`config.mk`:
```
export PLATFORM = sky130hd
export DESIGN_NAME = mem_req_ctrl
export DESIGN_NICKNAME = d
export VERILOG_FILES = /design/src/rtl/mem_req_pkg.sv /design/src/rtl/mem_req_ctrl.sv
export SDC_FILE = /design/constraint.sdc
export NUM_CORES = 1
export LEC_CHECK = 0
export ABC_AREA = 0
export BUFFER_PORTS_ARGS = -buffer_cell sky130_fd_sc_hd__clkbuf_2
export CAP_MARGIN = 20
export CORE_ASPECT_RATIO = 1.4
export CORE_MARGIN = 2
export CORE_UTILIZATION = 30
export DETAILED_ROUTE_END_ITERATION = 10
export GPL_TIMING_DRIVEN = 0
export PLACE_DENSITY = 0.54
export SLEW_MARGIN = 20
export SYNTH_ARGS = -nofsm -noshare
export SYNTH_HDL_FRONTEND = slang
export SYNTH_SLANG_ARGS = --single-unit
```
`constraint.sdc`:
```
create_clock -name clk -period 3 [get_ports clk]
set_input_delay 0.15 -clock clk [delete_from_list [all_inputs] [get_ports clk]]
set_output_delay 0.15 -clock clk [all_outputs]
set_load 0.05 [all_outputs]
```
`src/rtl/mem_req_pkg.sv`:
```
// rtl/mem_req_pkg.sv - shared types and constants for the memory request controller
package mem_req_pkg;

  typedef enum logic [1:0] {
    IDLE   = 2'd0,
    BUSY   = 2'd1,
    DONE   = 2'd2,
    HALTED = 2'd3
  } state_t;

  localparam int MAX_LATENCY = 15;
  localparam int CNT_W       = 4;

endpackage

```
`src/rtl/mem_req_ctrl.sv`:
```
// rtl/mem_req_ctrl.sv - fixed-latency valid/ready front end for the single-cycle memory
// Optional: define MEM_REQ_ALIGN_CHK_EN to reject odd byte addresses with resp_err.
module mem_req_ctrl
  import mem_req_pkg::*;
#(
  parameter int LATENCY = 4
) (
  input  logic        clk,
  input  logic        rst,
  input  logic        req_valid,
  input  logic        req_wr,
  input  logic [15:0] req_addr,
  input  logic [15:0] req_wdata,
  output logic        req_ready,
  input  logic        halt,
  output logic        resp_valid,
  output logic [15:0] resp_rdata,
  output logic        resp_err,
  output logic        mem_enable,
  output logic        mem_wr,
  output logic [15:0] mem_addr,
  output logic [15:0] mem_data_in,
  input  logic [15:0] mem_data_out,
  output logic        mem_createdump
);

  localparam logic [CNT_W-1:0] CNT_LOAD = CNT_W'(LATENCY - 1);

  state_t           state;
  logic [CNT_W-1:0] cnt;
  logic             wr_q;
  logic [15:0]      addr_q;
  logic [15:0]      wdata_q;
  logic [15:0]      rdata_q;
  logic             dump_done_q;
  logic             access;
`ifdef MEM_REQ_ALIGN_CHK_EN
  logic             err_q;
`endif

  always_ff @(posedge clk or negedge rst) begin
    if (!rst) begin
      state       <= IDLE;
      cnt         <= '0;
      wr_q        <= 1'b0;
      addr_q      <= '0;
      wdata_q     <= '0;
      rdata_q     <= '0;
      dump_done_q <= 1'b0;
`ifdef MEM_REQ_ALIGN_CHK_EN
      err_q       <= 1'b0;
`endif
    end else begin
      case (state)
        IDLE: begin
          // A pending request takes priority; halt is picked up again in DONE.
          if (req_valid) begin
            wr_q    <= req_wr;
            addr_q  <= req_addr;
            wdata_q <= req_wdata;
            rdata_q <= '0;
            cnt     <= CNT_LOAD;
`ifdef MEM_REQ_ALIGN_CHK_EN
            err_q   <= req_addr[0];
            if (req_addr[0]) state <= DONE;
            else
`endif
            state <= BUSY;
          end else if (halt) begin
            state <= HALTED;
          end
        end
        BUSY: begin
          if (cnt == '0) begin
            if (!wr_q) rdata_q <= mem_data_out;
            state <= DONE;
          end else begin
            cnt <= cnt - 1'b1;
          end
        end
        DONE: begin
          state <= halt ? HALTED : IDLE;
        end
        HALTED: begin
          dump_done_q <= 1'b1;
        end
        default: state <= IDLE;
      endcase
    end
  end

  // Decoded from state so an asynchronous reset kills the strobe mid-access.
  assign access         = (state == BUSY) && (cnt == '0);
  assign mem_enable     = access;
  assign mem_wr         = access & wr_q;
  assign mem_addr       = addr_q;
  assign mem_data_in    = wdata_q;
  assign mem_createdump = (state == HALTED) && !dump_done_q;

  assign req_ready  = (state == IDLE);
  assign resp_valid = (state == DONE);
  assign resp_rdata = resp_valid ? rdata_q : 16'h0000;
`ifdef MEM_REQ_ALIGN_CHK_EN
  assign resp_err   = resp_valid & err_q;
`else
  assign resp_err   = 1'b0;
`endif

endmodule

```
==> results of run 1 <==
-- path summary, 6_finish.rpt --
kind / startpoint / cells past startpoint / slack [ns] / endpoint
setup / recovery: state[0] / 7 / 0.82 / rdata_q[6]
hold / removal: mem_data_out[8] / 2 / 0.08 / rdata_q[8]
setup reg to reg: state[0] / 7 / 0.82 / rdata_q[6]
hold reg to reg: dump_done_q / 1 / 0.47 / dump_done_q
max in group asynchronous: rst / 3 / 2.24 / rdata_q[13]
min in group asynchronous: rst / 2 / 0.28 / mem_data_in[12]
-- registers in the layout, indices dropped and copies added, names as in the netlist --
name         count
mem_addr        16
mem_data_in     16
rdata_q         16
cnt              4
state            2
dump_done_q      1
wr_q             1
-- area by class of cell --
cell class                 instances  area, um^2
buffer                             9        47.5
clock buffer                       7         143
clock inverter                     1        7.51
fill                             816        4800
inverter                           5        18.8
multi-input combinational        123        1030
sequential                        56        1400
tap                              102         128
timing repair buffer             107         566
-- critical path: cells and delay by family (launching register included) --
| kind | cells | cell delay [ns] |
|---|---|---|
| and+or+nand+nor | 3 | 0.83 |
| AOI/OAI and AO/OA | 1 | 0.17 |
| buffers and inverters | 2 | 0.40 |
| DFF | 1 | 0.43 |
| adders and majority gates | 1 | 0.30 |
-- timing repair --
action	4_1_cts	5_1_grt
hold buffers	1	0
setup buffers	0	0
endpoints found under the setup margin	0	0
hold endpoints to repair	13	0
-- logic make-up (layout without fill, tap and decap cells) --
logic type / count (synthesis) / count (layout) / share of synthesized area [%]
mux: 34 / 34 / 15.3
buf+inv: 14 / 129 / 2.65
simple gates: 48 / 48 / 11.6
other cells: 1 / 1 / 0.150
compound gates: 32 / 32 / 10.4
flops: 56 / 56 / 56.0
fa+ha+maj: 8 / 8 / 4.00
-- through the flow --
step	util [%]	hold slack [ns]	cells	total power [uW]	setup slack, ns
floorplan	-	-0.146	193	2870	1.07
global placement	38.7	0.379	400	3350	0.844
detailed placement	39.1	0.0575	401	3380	0.832
CTS	41.1	0.0714	410	3990	0.827
global route	41.1	0.0730	410	4190	0.638
finish	41.1	0.0812	410	3930	0.816
-- report_power, final --
group / switching (uW) / internal (uW)
Clock: 264 / 333
Sequential: 173 / 1070
Combinational: 1460 / 633
Total: 1900 / 2040
-- routing by layer --
layer  up-vias  wire length (um)
met3        17               291
met2        60              3000
met4         0               217
met1       945              2170
li1        903                 -
met5         -                 0
-- cells in the final DEF, fill, tap and decap left out, types with 3 or more instances in the layout --
master / netlist / final
clkbuf_2: 0 / 104
ha_1: 8 / 8
clkbuf_1: 2 / 3
clkbuf_16: 0 / 5
nand2_1: 7 / 7
o21ai_0: 5 / 5
a22o_2: 16 / 16
and2_1: 16 / 16
inv_1: 5 / 5
a21oi_1: 4 / 4
dfrtp_1: 56 / 56
nor2_1: 7 / 7
buf_1: 3 / 3
mux2_2: 33 / 33
==> qor.yml, run 1 <==
grt_setup_unrepaired: "false"
yosysTopAreaCell: "dfrtp_1"
synth.top_cells.by_count: "dfrtp_1 (56), mux2_2 (33), a22o_2 (16), and2_1 (16), ha_1 (8)"
placed_area_mm2: 0.00319
initialDrtViolationCount: 52
grtUsageMet2_pct: 22.3
die_area_mm2: 0.00910
die-height_um: 112
portBuffers: 105
yosys.cell_count.top_type: "dfrtp_1"
endpoint_kind: "flip-flop"
met3_usage_pct: 3.14
antenna_cells: 0
initial_core_util_pct: 30.7
tightest_slew_ns: 0.542
gp_congestion: 0.745
clk_pin_slew_ns: 0.07
ir_worst_vdd_uv: 535
critPathMaxFanout: 10
grt-ovfl-total: 0
drtPass1Iterations: 4
critical_path_class: "reg -> reg"
htree_num_levels: 2
final-hold-violation-count: 0
synth_seq_cells: 56
via_count: 1925
max_freq_ghz: 0.458
leakage_uw: 0.00168
async_reset_ff_share_pct: 100
dp_hpwl_mm: 4.34
period_share_pct: 72.8
drc_errors: 0
syn_nets: 254
power.density_mw_per_mm2: 1180
clkSinkCount: 56
grt_pass1_wl_mm: 9.22
syn_inst: 193
final-setup-viol-count: 0
grt_max_degree: 44
min_path_type: "in -> reg"
synth_edf_count: 0
clock_skew_ns: 0.00455
grt-busiest-layer: "met2"
netlist_area_mm2: 0.00250
crit_arrival_ns: 2.42
drt.antenna.violating_nets: 0
ioPinCount: 107
final_nets: 368
grt_usage_pct: 13.3
crit_chain: "inv_1 -> ha_1 -> nor2b_1 -> nor2_1 -> nand3_2 -> buf_2 -> a22o_2"
root_buffer: "clkbuf_16"
wire_per_inst_um: 13.9
fin_crit_ns: 2.18
final_cell_area_mm2: 0.00335
ys_types: 34
crit_path_max_incr_delay_ns: 0.49
drv_slew: 0
synth-seq-area-share_pct: 56.0
grt_antenna_before_repair: 0
synth.avg_cell_area_um2: 13.0
area_delta_synth_final_pct: 33.7
tns_ns: 0
synth_top_flop_cell: "dfrtp_1"
crit_required_ns: 3.23
maxSlewHeadroom_pct: 63.9
routed_via_density: 4.70
num_rows: 39
layout-drive-gt1-share_pct: 55.2
wl_mm: 5.69
clockBufferDepth: 2
grt_pass1_vias: 1944
core_mm2: 0.00815
slowest_stage: "nor2b_1"
outcome: "finished clean"
yosys_warnings: 0
synth.area.top_cells: "dfrtp_1 (56%), mux2_2 (15%), a22o_2 (6.4%)"
synth_top_area_share_pct: 56.0
numCtsBuffers: 5
cts_resized: 0
start_kind: "flip-flop"
fp.dieW_um: 81.2
cts_tree: "done"
drv_cap: 0
use_met1_pct: 15.2
clk_latency_ns: 0.29
No activity file was read; power rests on OpenSTA's default activity.
==> run 2, diff against run 1 <==
==> constraint.sdc (replaced) <==
create_clock -name clk -period 2.1 [get_ports clk]
set_input_delay 0.105 -clock clk [delete_from_list [all_inputs] [get_ports clk]]
set_output_delay 0.105 -clock clk [all_outputs]
set_load 0.05 [all_outputs]
==> qor.yml, run 2 (synthesis results as in run 1) <==
grt_usage_pct: 13.3  # +0.033 points
fp.dieW_um: 81.2  # unchanged
fin_total_pwr_uw: 5690  # +45%
grt-ovfl-total: 0  # unchanged
finalWorstSetupSlack_ns: 0.134  # -0.682 ns
critPathMaxFanout: 6  # -4
grt_pass1_wl_mm: 9.26  # +0.44%
ioPinCount: 107  # unchanged
drt.antenna.violating_nets: 0  # unchanged
slowest_stage: "dfrtp_1"
clk_pin_slew_ns: 0.07  # about the same
die_area_mm2: 0.00910  # unchanged
wire_per_inst_um: 13.8  # -0.36%
antenna_cells: 0  # unchanged
final_nets: 370  # +0.54%
final-setup-viol-count: 0  # unchanged
start_kind: "flip-flop"
crit_family: "buffers and inverters"
fin_util_pct: 41.6  # +0.55 points
die-height_um: 112  # unchanged
dp_hpwl_mm: 4.34  # unchanged
power.density_mw_per_mm2: 1680  # +43%
tns_ns: 0  # unchanged
drtPass1Iterations: 4  # unchanged
final-hold-violation-count: 0  # unchanged
pre_cts_ws_ns: -0.0682  # -0.900 ns
final_common_cell: "clkbuf_2"
drv_slew: 0  # unchanged
grt_max_degree: 44  # unchanged
area_delta_synth_final_pct: 35.5
routed_via_density: 4.67  # -0.54%
clock_skew_ns: 0.00464  # +0.0000893 ns
grt_antenna_before_repair: 0  # unchanged
drc_errors: 0  # unchanged
ir_worst_vdd_uv: 764  # +43%
portBuffers: 105  # unchanged
critical_path_class: "reg -> out"
crit_arrival_ns: 1.86  # -0.56 ns
fin_crit_ns: 1.97
clk_latency_ns: 0.29  # about the same
leakage_uw: 0.00171  # +1.5%
num_rows: 39  # unchanged
cts_tree: "done"
drv_cap: 0  # unchanged
fillCellCount: 815  # -0.12%
clkSinkCount: 56  # unchanged
outcome: "finished clean"
crit_path_max_incr_delay_ns: 0.39  # -0.10 ns
endpoint_kind: "primary output"
path_buf_inv: 3  # +1
crit_required_ns: 2.00  # -1.23 ns
via_count: 1924  # -0.052%
final_cell_mix: "clkbuf_2 (107), dfrtp_1 (56), mux2_2 (33)"
core_mm2: 0.00815  # unchanged
max_freq_ghz: 0.509
crit_chain: "inv_1 -> ha_2 -> or3b_1 -> buf_2 -> nor2_1 -> clkbuf_2"
period_share_pct: 93.6
initial_core_util_pct: 30.7  # unchanged
initialDrtViolationCount: 49  # -5.8%
grt_setup_unrepaired: "false"
wl_mm: 5.69  # +0.12%
root_buffer: "clkbuf_16"
min_path_type: "in -> reg"
gp_congestion: 0.745  # unchanged
clockBufferDepth: 2  # unchanged
htree_num_levels: 2  # unchanged
grt_pass1_vias: 1954  # +0.51%
layout-drive-gt1-share_pct: 58.4  # +3.2 points
numCtsBuffers: 5  # unchanged
==> run 2: changes by cell type in the layout (fill, tap and decap cells not counted), moves of 2 or more <==
cell / delta
buf_4: +2
clkbuf_2: +3
buf_1: -3
clkbuf_1: -2
==> run 2: final timing paths <==
check                                     start              end  slack, ns  cells after the start
min in group asynchronous                   rst  mem_data_in[12]       0.23                      2
worst max register to register           cnt[0]       rdata_q[6]       0.16                      8
max in group asynchronous                   rst       rdata_q[8]       1.39                      3
worst min register to register      dump_done_q      dump_done_q       0.47                      1
worst max-delay path                     cnt[0]       mem_enable       0.13                      6
worst min-delay path            mem_data_out[8]       rdata_q[8]       0.03                      2
==> run 2: report_power, final <==
| part | switching (uW) | internal, uW | leakage (uW) |
|---|---|---|---|
| sequential | 246 | 1530 | 0.000693 |
| clock | 380 | 476 | 0.0000701 |
| combinational | 2110 | 952 | 0.000946 |
| total | 2730 | 2960 | 0.00171 |
==> run 2: worst reg2reg max path: cells and delay by family, from the launching register on <==
kind,cells,cell delay [ns]
DFF,1,0.39
AOI/OAI and AO/OA,1,0.21
and+or+nand+nor,3,0.58
buffers and inverters,3,0.46
adders and majority gates,1,0.20
==> run 2: layout make-up <==
type | count | area (um^2) | share of cell area [%]
inverters | 5 | 18.8 | 0.554
clock inverters | 1 | 7.51 | 0.221
flip-flops and latches | 56 | 1400 | 41.3
well taps | 102 | 128 | 3.76
multi-input cells | 123 | 1050 | 31.0
repair buffers | 109 | 581 | 17.1
plain buffers | 9 | 60.1 | 1.77
clock buffers | 7 | 143 | 4.21
==> run 2: what timing repair did <==
action / 4_1_cts / 5_1_grt
setup endpoints to repair: 31 / 21
setup buffers: 2 / 0
endpoints found under the hold margin: 55 / 0
hold buffers: 1 / 0
resized for setup: 5 / 8
pin swaps: 1 / 1
==> run 2: metal layers <==
| metal | global-route usage, % | vias up | wire length [um] |
|---|---|---|---|
| li1 | - | 906 | - |
| met1 | 15.1 | 949 | 2170 |
| met2 | 22.5 | 54 | 3040 |
| met3 | 3.14 | 15 | 277 |
| met4 | 7.68 | 0 | 201 |
| met5 | 0 | - | 0 |
==> run 2: metrics by stage <==
stage | cells | cell area (um^2) | hold WS [ns]
floorplan | 193 | 2500 | -0.191
global placement | 400 | 3160 | 0.334
detailed placement | 401 | 3190 | 0.0125
CTS | 412 | 3370 | 0.0264
global route | 412 | 3390 | 0.0280
finish | 412 | 3390 | 0.0340
